### config.mk
export PLATFORM = sky130hd
export DESIGN_NAME = mux_bist_seq
export DESIGN_NICKNAME = d
export VERILOG_FILES = /design/src/rtl/mux_bist_seq.sv
export SDC_FILE = /design/constraint.sdc
export NUM_CORES = 1
export LEC_CHECK = 0
export CAP_MARGIN = 20
export CORE_MARGIN = 1
export CORE_UTILIZATION = 45
export CTS_CLUSTER_DIAMETER = 150
export CTS_CLUSTER_SIZE = 12
export DETAILED_ROUTE_END_ITERATION = 16
export GPL_ROUTABILITY_DRIVEN = 0
export PLACE_DENSITY = 0.79
export SLEW_MARGIN = 20
export SYNTH_ARGS = -nofsm -noshare
export SYNTH_HDL_FRONTEND = slang
export SYNTH_SLANG_ARGS = --single-unit
### constraint.sdc
create_clock -name clk -period 1.9 [get_ports clk]
set_input_delay 0.285 -clock clk [delete_from_list [all_inputs] [get_ports clk]]
set_output_delay 0.285 -clock clk [all_outputs]
set_load 0.05 [all_outputs]
### src/rtl/mux_bist_seq.sv
// BIST sequencer for the 2:1 mux stage: drives 32 exhaustive patterns,
// checks the returned mux output and reports pass, error count and first failure.
module mux_bist_seq #(
  parameter int WIDTH         = 4,
  parameter int SETTLE_CYCLES = 1,
  parameter int CNT_W         = 6
) (
  input  logic             clk,
  input  logic             reset_n,
  input  logic             start,
  input  logic [WIDTH-1:0] mux_out,
  output logic [WIDTH-1:0] A,
  output logic [WIDTH-1:0] B,
  output logic             s,
  output logic             busy,
  output logic             done,
  output logic             pass,
  output logic [CNT_W-1:0] err_count,
  output logic [4:0]       fail_idx
);

  localparam int SW = (SETTLE_CYCLES > 1) ? $clog2(SETTLE_CYCLES) : 1;
  localparam logic [SW-1:0] LAST = SW'(SETTLE_CYCLES - 1);

  typedef enum logic [1:0] {IDLE, DRIVE, SAMPLE, DONE} state_t;

  state_t           state, state_n;
  logic [4:0]       idx, idx_n, idx_inc;
  logic [SW-1:0]    cnt, cnt_n;
  logic [WIDTH-1:0] a_n, b_n, exp_val;
  logic             s_n, busy_n, done_n, miss;
  logic [CNT_W-1:0] err_n;
  logic [4:0]       fail_n;

  // Upper bits are filled so A and B always differ above bit 1.
  function automatic logic [WIDTH-1:0] pat(
    input logic fill, input logic b1, input logic b0);
    logic [WIDTH-1:0] v;
    v    = {WIDTH{fill}};
    v[1] = b1;
    v[0] = b0;
    return v;
  endfunction

  assign idx_inc = idx + 5'd1;
  assign exp_val = s ? B : A;
  assign miss    = (mux_out != exp_val);
  assign pass    = done && (err_count == '0);

  always_comb begin
    state_n = state;
    idx_n   = idx;
    cnt_n   = cnt;
    a_n     = A;
    b_n     = B;
    s_n     = s;
    busy_n  = busy;
    done_n  = done;
    err_n   = err_count;
    fail_n  = fail_idx;
    unique case (state)
      IDLE, DONE: begin
        if (start) begin
          state_n = DRIVE;
          idx_n   = '0;
          cnt_n   = '0;
          err_n   = '0;
          fail_n  = '0;
          a_n     = pat(1'b0, 1'b0, 1'b0);
          b_n     = pat(1'b1, 1'b0, 1'b0);
          s_n     = 1'b0;
          busy_n  = 1'b1;
          done_n  = 1'b0;
        end
      end
      DRIVE: begin
        if (cnt == LAST) begin
          cnt_n   = '0;
          state_n = SAMPLE;
        end else begin
          cnt_n = cnt + SW'(1);
        end
      end
      SAMPLE: begin
        if (miss) begin
          if (err_count != '1) err_n = err_count + CNT_W'(1);
          if (err_count == '0) fail_n = idx;
        end
        if (idx == 5'd31) begin
          state_n = DONE;
          busy_n  = 1'b0;
          done_n  = 1'b1;
          a_n     = '0;
          b_n     = '0;
          s_n     = 1'b0;
        end else begin
          state_n = DRIVE;
          idx_n   = idx_inc;
          a_n     = pat(1'b0, idx_inc[3], idx_inc[1]);
          b_n     = pat(1'b1, idx_inc[4], idx_inc[2]);
          s_n     = idx_inc[0];
        end
      end
      default: state_n = IDLE;
    endcase
  end

  always_ff @(posedge clk) begin
    if (!reset_n) begin
      state     <= IDLE;
      idx       <= '0;
      cnt       <= '0;
      A         <= '0;
      B         <= '0;
      s         <= 1'b0;
      busy      <= 1'b0;
      done      <= 1'b0;
      err_count <= '0;
      fail_idx  <= '0;
    end else begin
      state     <= state_n;
      idx       <= idx_n;
      cnt       <= cnt_n;
      A         <= a_n;
      B         <= b_n;
      s         <= s_n;
      busy      <= busy_n;
      done      <= done_n;
      err_count <= err_n;
      fail_idx  <= fail_n;
    end
  end

endmodule

# After elaboration in Yosys (flattened, before gate mapping)

Index checks and enable logic that the tools add are counted.

Register bits: 30
Bits in latches: 0
RAM bits: 0
Bits in read-only memories: 0
Input port bits: 7
Memories: 0

Add/subtract/negate cells: 3
$mul: 0
Div/mod/pow operators: 0
Magnitude comparators: 0
Eq/ne operators: 13
Shifts and indexed selects: 0
Multiplexer cells: 31
Bitwise gates (word level): 0
Reductions and logical operators: 13

Operators by type and width:

| operator            | number |
|---|---|
| $mux 5              | 4 |
| $pmux 5 s2          | 2 |
| $mux 6              | 3 |
| $mux 4              | 4 |
| $pmux 4 s2          | 2 |
| $ne 2x2->1 const B  | 7 |
| $pmux 6 s2          | 1 |
| $mux 2              | 4 |
| $pmux 1 s2          | 4 |
| $reduce_and 4->1    | 2 |
| $add 6x1->6 const B | 1 |
| $logic_not 6->1     | 1 |
| $mux 1              | 6 |
| $ne 6x6->1 const B  | 1 |
| $pmux 2 s3          | 1 |
| $reduce_and 2->1    | 3 |
| $reduce_and 3->1    | 2 |
| $add 5x1->5 const B | 1 |
| $eq 5x5->1 const B  | 1 |
| $eq 2x2->1 const B  | 2 |
| $ne 4x4->1          | 1 |
| $reduce_bool 2->1   | 2 |
| $eq 2x1->1 const B  | 1 |
| $logic_not 2->1     | 1 |
| other kinds (3)     | 3 |

# Logic depth before layout (Yosys ltp)

Gate-level depths: netlist of the first run.

Depth after elaboration: 4
Depth in mapped cells: 9

# Worst setup path after synthesis of the first run

No wires, ideal clock.

Path kind: register to register
From: reg s
To: reg err_count[4]
Library setup time: 0.145 ns
Data arrival time: 2.071 ns
Data required time: 1.755 ns
Setup slack: -0.316 ns
Cell stages (with the launch flop): 6
Buffers on the path: 0
Cells stage by stage: dfxtp_1 -> mux2i_2 -> o22ai_2 -> a2111oi_4 -> or3_4 -> o32ai_2

Cells in the longest elaborated chain, start to end: 4

Ends and longest elaborated chain:

| item                       | RTL line | RTL |
|---|---|---|
| start, declared            | 14       | `output logic s,` |
| start signal, assigned     | 126      | `s <= s_n;` |
| $mux 4                     | 46       | `assign exp_val = s ? B : A;` |
| $ne 4x4->1                 | 47       | `assign miss = (mux_out != exp_val);` |
| $ne 2x2->1 (no line)       | n/a      |  |
| $reduce_and 4->1 (no line) | n/a      |  |
| end signal, assigned       | 129      | `err_count <= err_n;` |
| end, declared              | 18       | `output logic [CNT_W-1:0] err_count,` |

No other way between the ends.
A chain may end at the register's enable or synchronous reset.

# Final worst setup path of the first run

From: in mux_out[3]
To: reg err_count[3]

Cells in the longest elaborated chain, start to end: 3

Ends and longest elaborated chain:

| item                       | RTL line | RTL |
|---|---|---|
| start, declared            | 11       | `input logic [WIDTH-1:0] mux_out,` |
| $ne 4x4->1                 | 47       |  |
| $ne 2x2->1 (no line)       | n/a      |  |
| $reduce_and 4->1 (no line) | n/a      |  |

No other way between the ends.

==> results of run 1 <==
## report_power, final
group	internal, W	total (W)	switching, W
registers	0.000596	0.000640	0.0000437
clock network	0.0000822	0.000244	0.000162
logic	0.000446	0.00103	0.000582
## layout make-up
type | count | area (um2) | share of cell area [%]
inverter | 6 | 22.5 | 1.13
multi-input combinational | 120 | 935 | 47.0
tap | 44 | 55.1 | 2.77
timing repair buffer | 44 | 422 | 21.2
sequential | 26 | 531 | 26.6
clock buffer | 4 | 26.3 | 1.32
## worst register-to-register path, cell delays in order, from the launching register on
cell	delay, ns
dfxtp_4	0.40
and4_2	0.22
o22ai_2	0.21
a2111oi_4	0.07
buf_4	0.17
buf_4	0.15
a2111oi_1	0.41
o32ai_2	0.14
## how the worst max path moves through the flow
| stage | endpoint | from | depth (start not counted) | slack, ns |
|---|---|---|---|---|
| floorplan | err_count[3] | state[0] | 8 | -0.03 |
| global placement | err_count[4] | mux_out[3] | 6 | -0.12 |
| detailed placement | err_count[2] | mux_out[3] | 6 | -0.28 |
| CTS | err_count[0] | err_count[0] | 1 | 0.004 |
| global route | err_count[3] | s | 7 | -0.1 |
| finish | err_count[3] | mux_out[3] | 8 | -0.03 |
## flip-flops by register name (all words and copies together) (netlist names)
signal     cells
err_count      6
fail_idx       5
idx            5
B              3
A              2
state          2
busy           1
done           1
s              1
## cell usage in the layout (no fill, tap or decap), types with 4 or more instances in the layout
cell / Yosys / routed
buf_4: 3 / 16
dlymetal6s2s_1: 0 / 5
ha_1: 6 / 4
nor2b_1: 6 / 6
dfxtp_1: 26 / 20
mux2i_1: 9 / 7
a21oi_1: 7 / 7
nand3_1: 11 / 11
nor2_1: 5 / 4
inv_1: 6 / 6
clkdlybuf4s50_1: 0 / 19
dfxtp_2: 0 / 5
a21boi_1: 5 / 5
nand2_1: 22 / 22
## cell families after synthesis
logic type | Yosys count | share of synthesized area (%)
buffers and inverters | 19 | 5.86
other | 1 | 0.254
XOR/XNOR | 3 | 2.29
flip-flops | 26 | 35.3
multiplexers | 10 | 7.05
adder cells (fa/ha/maj) | 6 | 5.09
AND/OR/NAND/NOR | 64 | 22.6
AO/OA/AOI/OAI | 35 | 21.6
## metal layers
layer	routed length, um	global-route usage (%)	up-vias
met5	0	0	-
met4	59	9.86	0
met3	59	2.18	8
met2	1780	34.7	21
met1	1600	27.2	621
li1	-	-	656
## metrics by stage
stage                     total power (W)  cells
after floorplan                   0.00130    165
after global placement            0.00157    239
after detailed placement          0.00162    239
after CTS                         0.00189    243
after global routing              0.00204    244
final                             0.00191    244
## timing repair
action,4_1_cts,5_1_grt
gates resized for setup,7,14
pin swaps,0,1
endpoints found under the setup margin,8,18
buffers inserted,0,1
==> metrics.txt, run 1 <==
status finished with violations; failing checks setup timing; H-Tree Depth 1; core box area roughly 3100 um2; vias in the first global route 1200; Antenna Cells 0; leakage a little over 0.8 nW; clock slew at reported path FFs approximately 0.13 ns; clk sinks 26; initial antenna violation count 0; hold_buf cts 0; Slew headroom 66.3%; Design Area, Final 1990 um2; worst-path maximum fanout 6; final global-route overflow total 0; Setup crit start kind primary input; die width 59.2 um; slowest CP cell clkdlybuf4s50_1; critical path arrival 2.13 ns; period utilization 102%; most common cell in the netlist dfxtp_1; post-synthesis register bit count 26; hold path depth 2; slowest stage delay, CP approximately 0.44 ns; Global Route Usage Sum approximately a fifth; Starting Density a little under half; ranking of synthesized cells by area dfxtp_1, mux2i_1, nand2_1; CP Capture Type flop; P&R area growth vs syn 35.1%; Synth Instances between 150 and 200; Final Core Density around two thirds; port bufs 27; reg2reg end err_count[3]; filler cell count 260; clock skew 0.00341 ns; CP top delay family compound AO/OA/AOI/OAI gates; Final Critical Period a little under 2 ns; Avg WL per Cell about 14 um; DP Area around 1900 um2; Tightest Hold Check Type flop to flop; Antenna Nets Post-Route 0; setup violators final 1; CTS Root Cell clkbuf_4; max-cap violations 0; First DRT Iteration DRCs 58; Via density 5.35; Reg-to-Reg Start s; Ports 30; cell mode on critical path buf_4; Max Fclk 0.518 GHz; most frequent cells after synthesis dfxtp_1, nand2_1, nand3_1, mux2i_1; DRC 0; post-synthesis async set-or-reset flop share 0%; FP Rows 20; max-slew violation count 0; clock buffers created by TritonCTS 3; Die Y 59.2 um; Hold Fails Final Rpt 0; Die ar. between 3000 and 4000 um2; critical path class primary input to flop; Synth warnings 0; WL final 3490 um; CP Data Required Time ~2.1 ns; share of layout cells above drive strength 1 between 20% and 30%; drt first pass iters 5; Avg Cell Area, Syn ~9 um2; synth unique cells 47; VDD IR max approximately 700 uV; pre-CTS setup slack -0.283 ns; largest net degree at the start of global routing 33; PwrDens about 960 nW/um2; R2R depth 7; estimated wirelength of the detail-placed design 2620 um; R2R Setup Slk roughly 0.010 ns; clk_lat worst skew ~0.32 ns; number of synthesized flops with an enable pin 0; CTS tree done; mapped cell area about 1500 um2; Synth area leader dfxtp_1; Worst Max-Slew Pin Slew approximately 0.5 ns; Hold WS 0.465 ns; Vias between 1k and 1.5k; first-pass GRT wire length 5580 um; Top FF cell, synth dfxtp_1; hold_sp fail_idx[2]; deepest clock path buffer count 2; Fin Setup TNS -0.0297 ns; PnR worst setup slack -0.0297 ns; Worst Path Buf+Inv 3; Synth top area share a little over a third; RSZ-0062 raised after global routing true; Hold Path Sink fail_idx[2]; nets@finish around 210; Critical Path, Cell by Cell clkdlybuf4s50_1, and4_2, o22ai_2, a2111oi_4, buf_4, buf_4, a2111oi_1, o32ai_2; register area share after synthesis a little over a third
Power figures use the tool's default switching activity.
==> inputs of run 2 (changes only) <==
PLACE_DENSITY = not set   (was 0.79)
PLACE_DENSITY_LB_ADDON = 0.15   (was not set)
==> run 2 against run 1 <==
Effect of this change:
- the flow now finishes without violations
- register-to-register slack improved by 0.09 ns
- critical path depth decreased by 7
- largest cell class unchanged
- utilization decreased by 0.98 points
- critical endpoint is now s
- largest power group unchanged
- sequential share of layout area increased by 0.41 points
- final area decreased by 1.5%
==> metrics.txt, run 2 (synthesized netlist as in run 1, its figures left out) <==
most frequent cells in the layout nand2_1, dfxtp_1, clkdlybuf4s50_1; PwrDens just under 1000 nW/um2; period utilization between 90% and 100%; RSZ-0062 raised after global routing true; Post-CTS Setup Bufs 0; critical path class flop to primary output; leakage ~0.75 nW; clock skew between 0.006 and 0.007 ns; Final Critical Period 1.83 ns; CTS Root Cell clkbuf_4; DP Area 1910 um2; Largest Register err_count; slowest CP cell clkdlybuf4s50_1; Antenna Cells 0; clock share of power a little over an eighth; pre-CTS setup slack -0.188 ns; die width 59.2 um; estimated wirelength of the detail-placed design about 2400 um; First DRT Iteration DRCs 66; nets@finish about 210; setup violators final 0; clock slew at reported path FFs ~0.14 ns; H-Tree Depth 1; worst-path maximum fanout 6; Vias between 1k and 1.5k; vias in the first global route between 1k and 1.5k; clock buffers created by TritonCTS 3; DRC 0; final global-route overflow total 0; max-slew violation count 0; deepest clock path buffer count 2; first-pass GRT wire length roughly 5500 um; Worst Path Buf+Inv 1; Antenna Nets Post-Route 0; max-cap violations 0; Tightest Hold Check Type flop to flop; Starting Density 47.9%; Largest regs err_count: 6 flops, fail_idx: 5 flops, idx: 5 flops; Gate power share 52.9%; Layout Cells excl Fill 241; Global Route Usage Sum 20.6%; FP Rows 20; max reg flops 6; Hold Fails Final Rpt 0; CP top delay family buffers and inverters; CTS tree done; drt first pass iters 4; Worst Max-Slew Pin Slew between 0.5 and 0.6 ns; Via density 5.33; P&R area growth vs syn 33.0%; R2R Setup Slk roughly 0.10 ns; VDD IR max ~940 uV; slowest stage delay, CP ~0.80 ns; Final Core Density around 64%; Die ar. between 3000 and 4000 um2; clk sinks 26; largest net degree at the start of global routing 33; most common cell after layout, fill and taps aside nand2_1; initial antenna violation count 0; CP Capture Type primary output; core box area ~3100 um2; status completed; critical path arrival around 1.5 ns; share of layout cells above drive strength 1 approximately 22%; placed cell count around 240; sequential share of power 34.1%; hold_buf cts 0; PnR worst setup slack just over 0.07 ns; Ports 30; switching share of power 41.2%; cell internal pwr 0.00111 W; Setup crit start kind flop; Max Fclk around 0.55 GHz; WL final 3320 um; switching pwr roughly 0.00078 W; filler cell count 292; Avg WL per Cell 13.8 um; Slew headroom 65.7%; clk_lat worst skew between 0.3 and 0.4 ns; Design Area, Final 1960 um2; port bufs 27; CP Data Required Time 1.62 ns; Die Y between 50 and 60 um; Critical Path, Cell by Cell clkdlybuf4s50_1
[run 2: area by class of cell]
cell class | instances | area, um2 | area share (%)
Multi-Input combinational cell | 120 | 906 | 46.2
Sequential cell | 26 | 531 | 27.1
Timing Repair Buffer | 41 | 420 | 21.4
Tap cell | 44 | 55.1 | 2.81
Clock buffer | 4 | 26.3 | 1.34
Inverter | 6 | 22.5 | 1.15
[run 2: metrics by stage]
step	hold slack (ns)	TNS, ns	power [W]
after detailed placement	0.454	-1.63	0.00161
after CTS	0.475	0	0.00185
final	0.471	0	0.00188
after global routing	0.500	-0.0138	0.00199
after global placement	0.447	-1.22	0.00159
after floorplan	0.455	-0.0658	0.00130
[run 2: final timing paths]
| path | cells after the start | startpoint | end |
|---|---|---|---|
| worst max-delay path | 1 | s | s |
| worst min-delay path | 2 | fail_idx[2] | fail_idx[2] |
| worst max register to register | 7 | state[0] | err_count[4] |
| worst min register to register | 2 | fail_idx[2] | fail_idx[2] |
[run 2: metal layers]
metal	routed length [um]	vias up	GRT usage [%]
met5	0	-	0
met1	1590	612	28.9
met2	1600	19	31.9
met4	42	0	8.16
li1	-	648	-
met3	79	6	2.62
[run 2: repair_timing]
item                                    CTS  global route
hold endpoints to repair                  0             0
pin swaps                                 0             1
gates resized for setup                   2            10
endpoints found under the setup margin    2            14
[run 2: power groups by stage]
stage	clock network [W]	logic, W	registers, W
2_1_floorplan	0	0.000574	0.000728
3_3_place_gp	0	0.000942	0.000647
3_5_place_dp	0	0.000955	0.000650
4_1_cts	0.000254	0.000956	0.000638
5_1_grt	0.000273	0.00107	0.000647
6_report	0.000245	0.000996	0.000641
==> inputs of run 3 (changes only) <==
MAX_ROUTING_LAYER = met4   (was not set)
==> run 3 against run 2 <==
Effect of this change:
- critical endpoint unchanged
- clock power barely moved
- final area stayed put
- power increased by 0.17%
- register-to-register slack is essentially flat
- setup slack got worse by 0.0011 ns
- critical path depth unchanged
- combinational power is essentially flat
- sequential cell count is the same
- maximum frequency about the same
- clock skew fell by 0.0018 ns
- sequential share of layout area did not move
- die area did not move
==> metrics.txt, run 3 (synthesized netlist as in run 1, its figures left out) <==
Reg-to-Reg Start state[0]; worst-path maximum fanout 6; VDD IR max roughly 940 uV; RSZ-0062 raised after global routing true; Post-CTS Setup Bufs 0; max-slew violation count 0; initial antenna violation count 0; Fin Setup TNS 0 ns; Antenna Cells 0; Hold Path Sink fail_idx[4]; clock skew approximately 0.0044 ns; FP Rows 20; Setup crit start kind flop; Avg WL per Cell approximately 14 um; largest net degree at the start of global routing 33; WL final between 3000 and 4000 um; Die ar. 3510 um2; Max Fclk around 0.55 GHz; H-Tree Depth 1; clock buffers created by TritonCTS 3; CP top delay family buffers and inverters; clock slew at reported path FFs between 0.1 and 0.15 ns; final global-route overflow total 0; clk_lat worst skew around 0.32 ns; first-pass GRT wire length between 5000 and 6000 um; hold_sp fail_idx[4]; estimated wirelength of the detail-placed design 2430 um; R2R Setup Slk about 0.09 ns; Critical Path, Cell by Cell clkdlybuf4s50_1; reg2reg end err_count[4]; max reg flops 6; Worst Max-Slew Pin Slew 0.512 ns; Vias 1291; slowest stage delay, CP roughly 0.8 ns; critical path class flop to primary output; die width between 50 and 60 um; nets@finish between 200 and 250; critical path arrival 1.54 ns; share of layout cells above drive strength 1 roughly 22%; leakage roughly 0.75 nW; CTS Root Cell clkbuf_4; Worst Path Buf+Inv 1; drt first pass iters 4; most frequent cells in the layout nand2_1, dfxtp_1, clkdlybuf4s50_1; most common cell after layout, fill and taps aside nand2_1; Antenna Nets Post-Route 0; status completed; Starting Density roughly 48%; DRC 0; Largest regs err_count: 6 flops, fail_idx: 5 flops, idx: 5 flops; PwrDens 962 nW/um2; Global Route Usage Sum between 20% and 30%; R2R depth 7; First DRT Iteration DRCs between 50 and 60; Hold Fails Final Rpt 0; Slew headroom about two thirds; CP Data Required Time ~1.6 ns; P&R area growth vs syn 33.0%; Ports 30; Largest Register err_count; Via density approximately 5.4; CTS tree done; Die Y around 59 um; clk sinks 26; vias in the first global route between 1k and 1.5k; period utilization 96.3%; port bufs 27; CP Capture Type primary output; CP startpoint s; Tightest Hold Check Type flop to flop; max-cap violations 0; deepest clock path buffer count 2; hold path depth 2; filler cell count 292; Final Critical Period between 1.5 and 2 ns; slowest CP cell clkdlybuf4s50_1; setup violators final 0; core box area between 3000 and 4000 um2; Final Core Density a little under two thirds
==> run 3: cell counts in the layout (fill, tap and decap cells not counted) <==
No cell type changed its count.
==> run 3: what timing repair did <==
item / CTS / global route
hold buffers: 0 / 0
pin swaps: 0 / 1
resized for setup: 2 / 10
setup endpoints to repair: 2 / 14
endpoints found under the hold margin: 0 / 0
==> run 3: through the flow <==
| step | power, W | hold WS, ns | cells | instance area (um2) | setup slack (ns) |
|---|---|---|---|---|---|
| 2_1_floorplan | 0.00130 | 0.455 | 165 | 1500 | -0.0335 |
| 3_3_place_gp | 0.00159 | 0.447 | 237 | 1910 | -0.124 |
| 3_5_place_dp | 0.00161 | 0.454 | 237 | 1910 | -0.188 |
| 4_1_cts | 0.00185 | 0.475 | 241 | 1930 | 0.0180 |
| 5_1_grt | 0.00199 | 0.500 | 241 | 1960 | -0.0138 |
| 6_report | 0.00189 | 0.470 | 241 | 1960 | 0.0706 |
==> run 3: power breakdown <==
group	internal (W)	switching [W]	total [W]	leakage (nW)
sequential	0.000597	0.0000460	0.000642	0.213
combinational	0.000428	0.000568	0.000996	0.517
clock	0.0000823	0.000165	0.000247	0.0150
==> run 3: tightest hold or removal path, delay by kind of cell, from the launching register on <==
family	cells	cell delay, ns
flip-flops	1	0.33
multiplexers	1	0.05
AND/OR/NAND/NOR	1	0.05
==> run 3: worst max path at each step <==
stage | to | cells past startpoint | slack [ns]
6_report | s | 1 | 0.07
5_1_grt | idx[4] | 7 | -0.01
4_1_cts | err_count[4] | 1 | 0.02
3_5_place_dp | err_count[3] | 7 | -0.19
3_3_place_gp | err_count[3] | 7 | -0.12
2_1_floorplan | err_count[3] | 8 | -0.03
==> run 3: layout make-up <==
class | count | area [um2] | area share (%)
Tap cell | 44 | 55.1 | 2.81
Clock buffer | 4 | 26.3 | 1.34
Inverter | 6 | 22.5 | 1.15
Timing Repair Buffer | 41 | 420 | 21.4
Sequential cell | 26 | 531 | 27.1
Multi-Input combinational cell | 120 | 906 | 46.2
==> run 3: layer usage <==
layer | GRT usage (%) | vias to the layer above | part of all wire [%] | routed length, um
met5 | - | - | 0 | 0
met4 | 8.16 | 0 | 1.4 | 45
met3 | 3.28 | 6 | 3.2 | 106
met2 | 31.9 | 27 | 48 | 1590
met1 | 28.9 | 611 | 48 | 1580
li1 | - | 647 | - | -
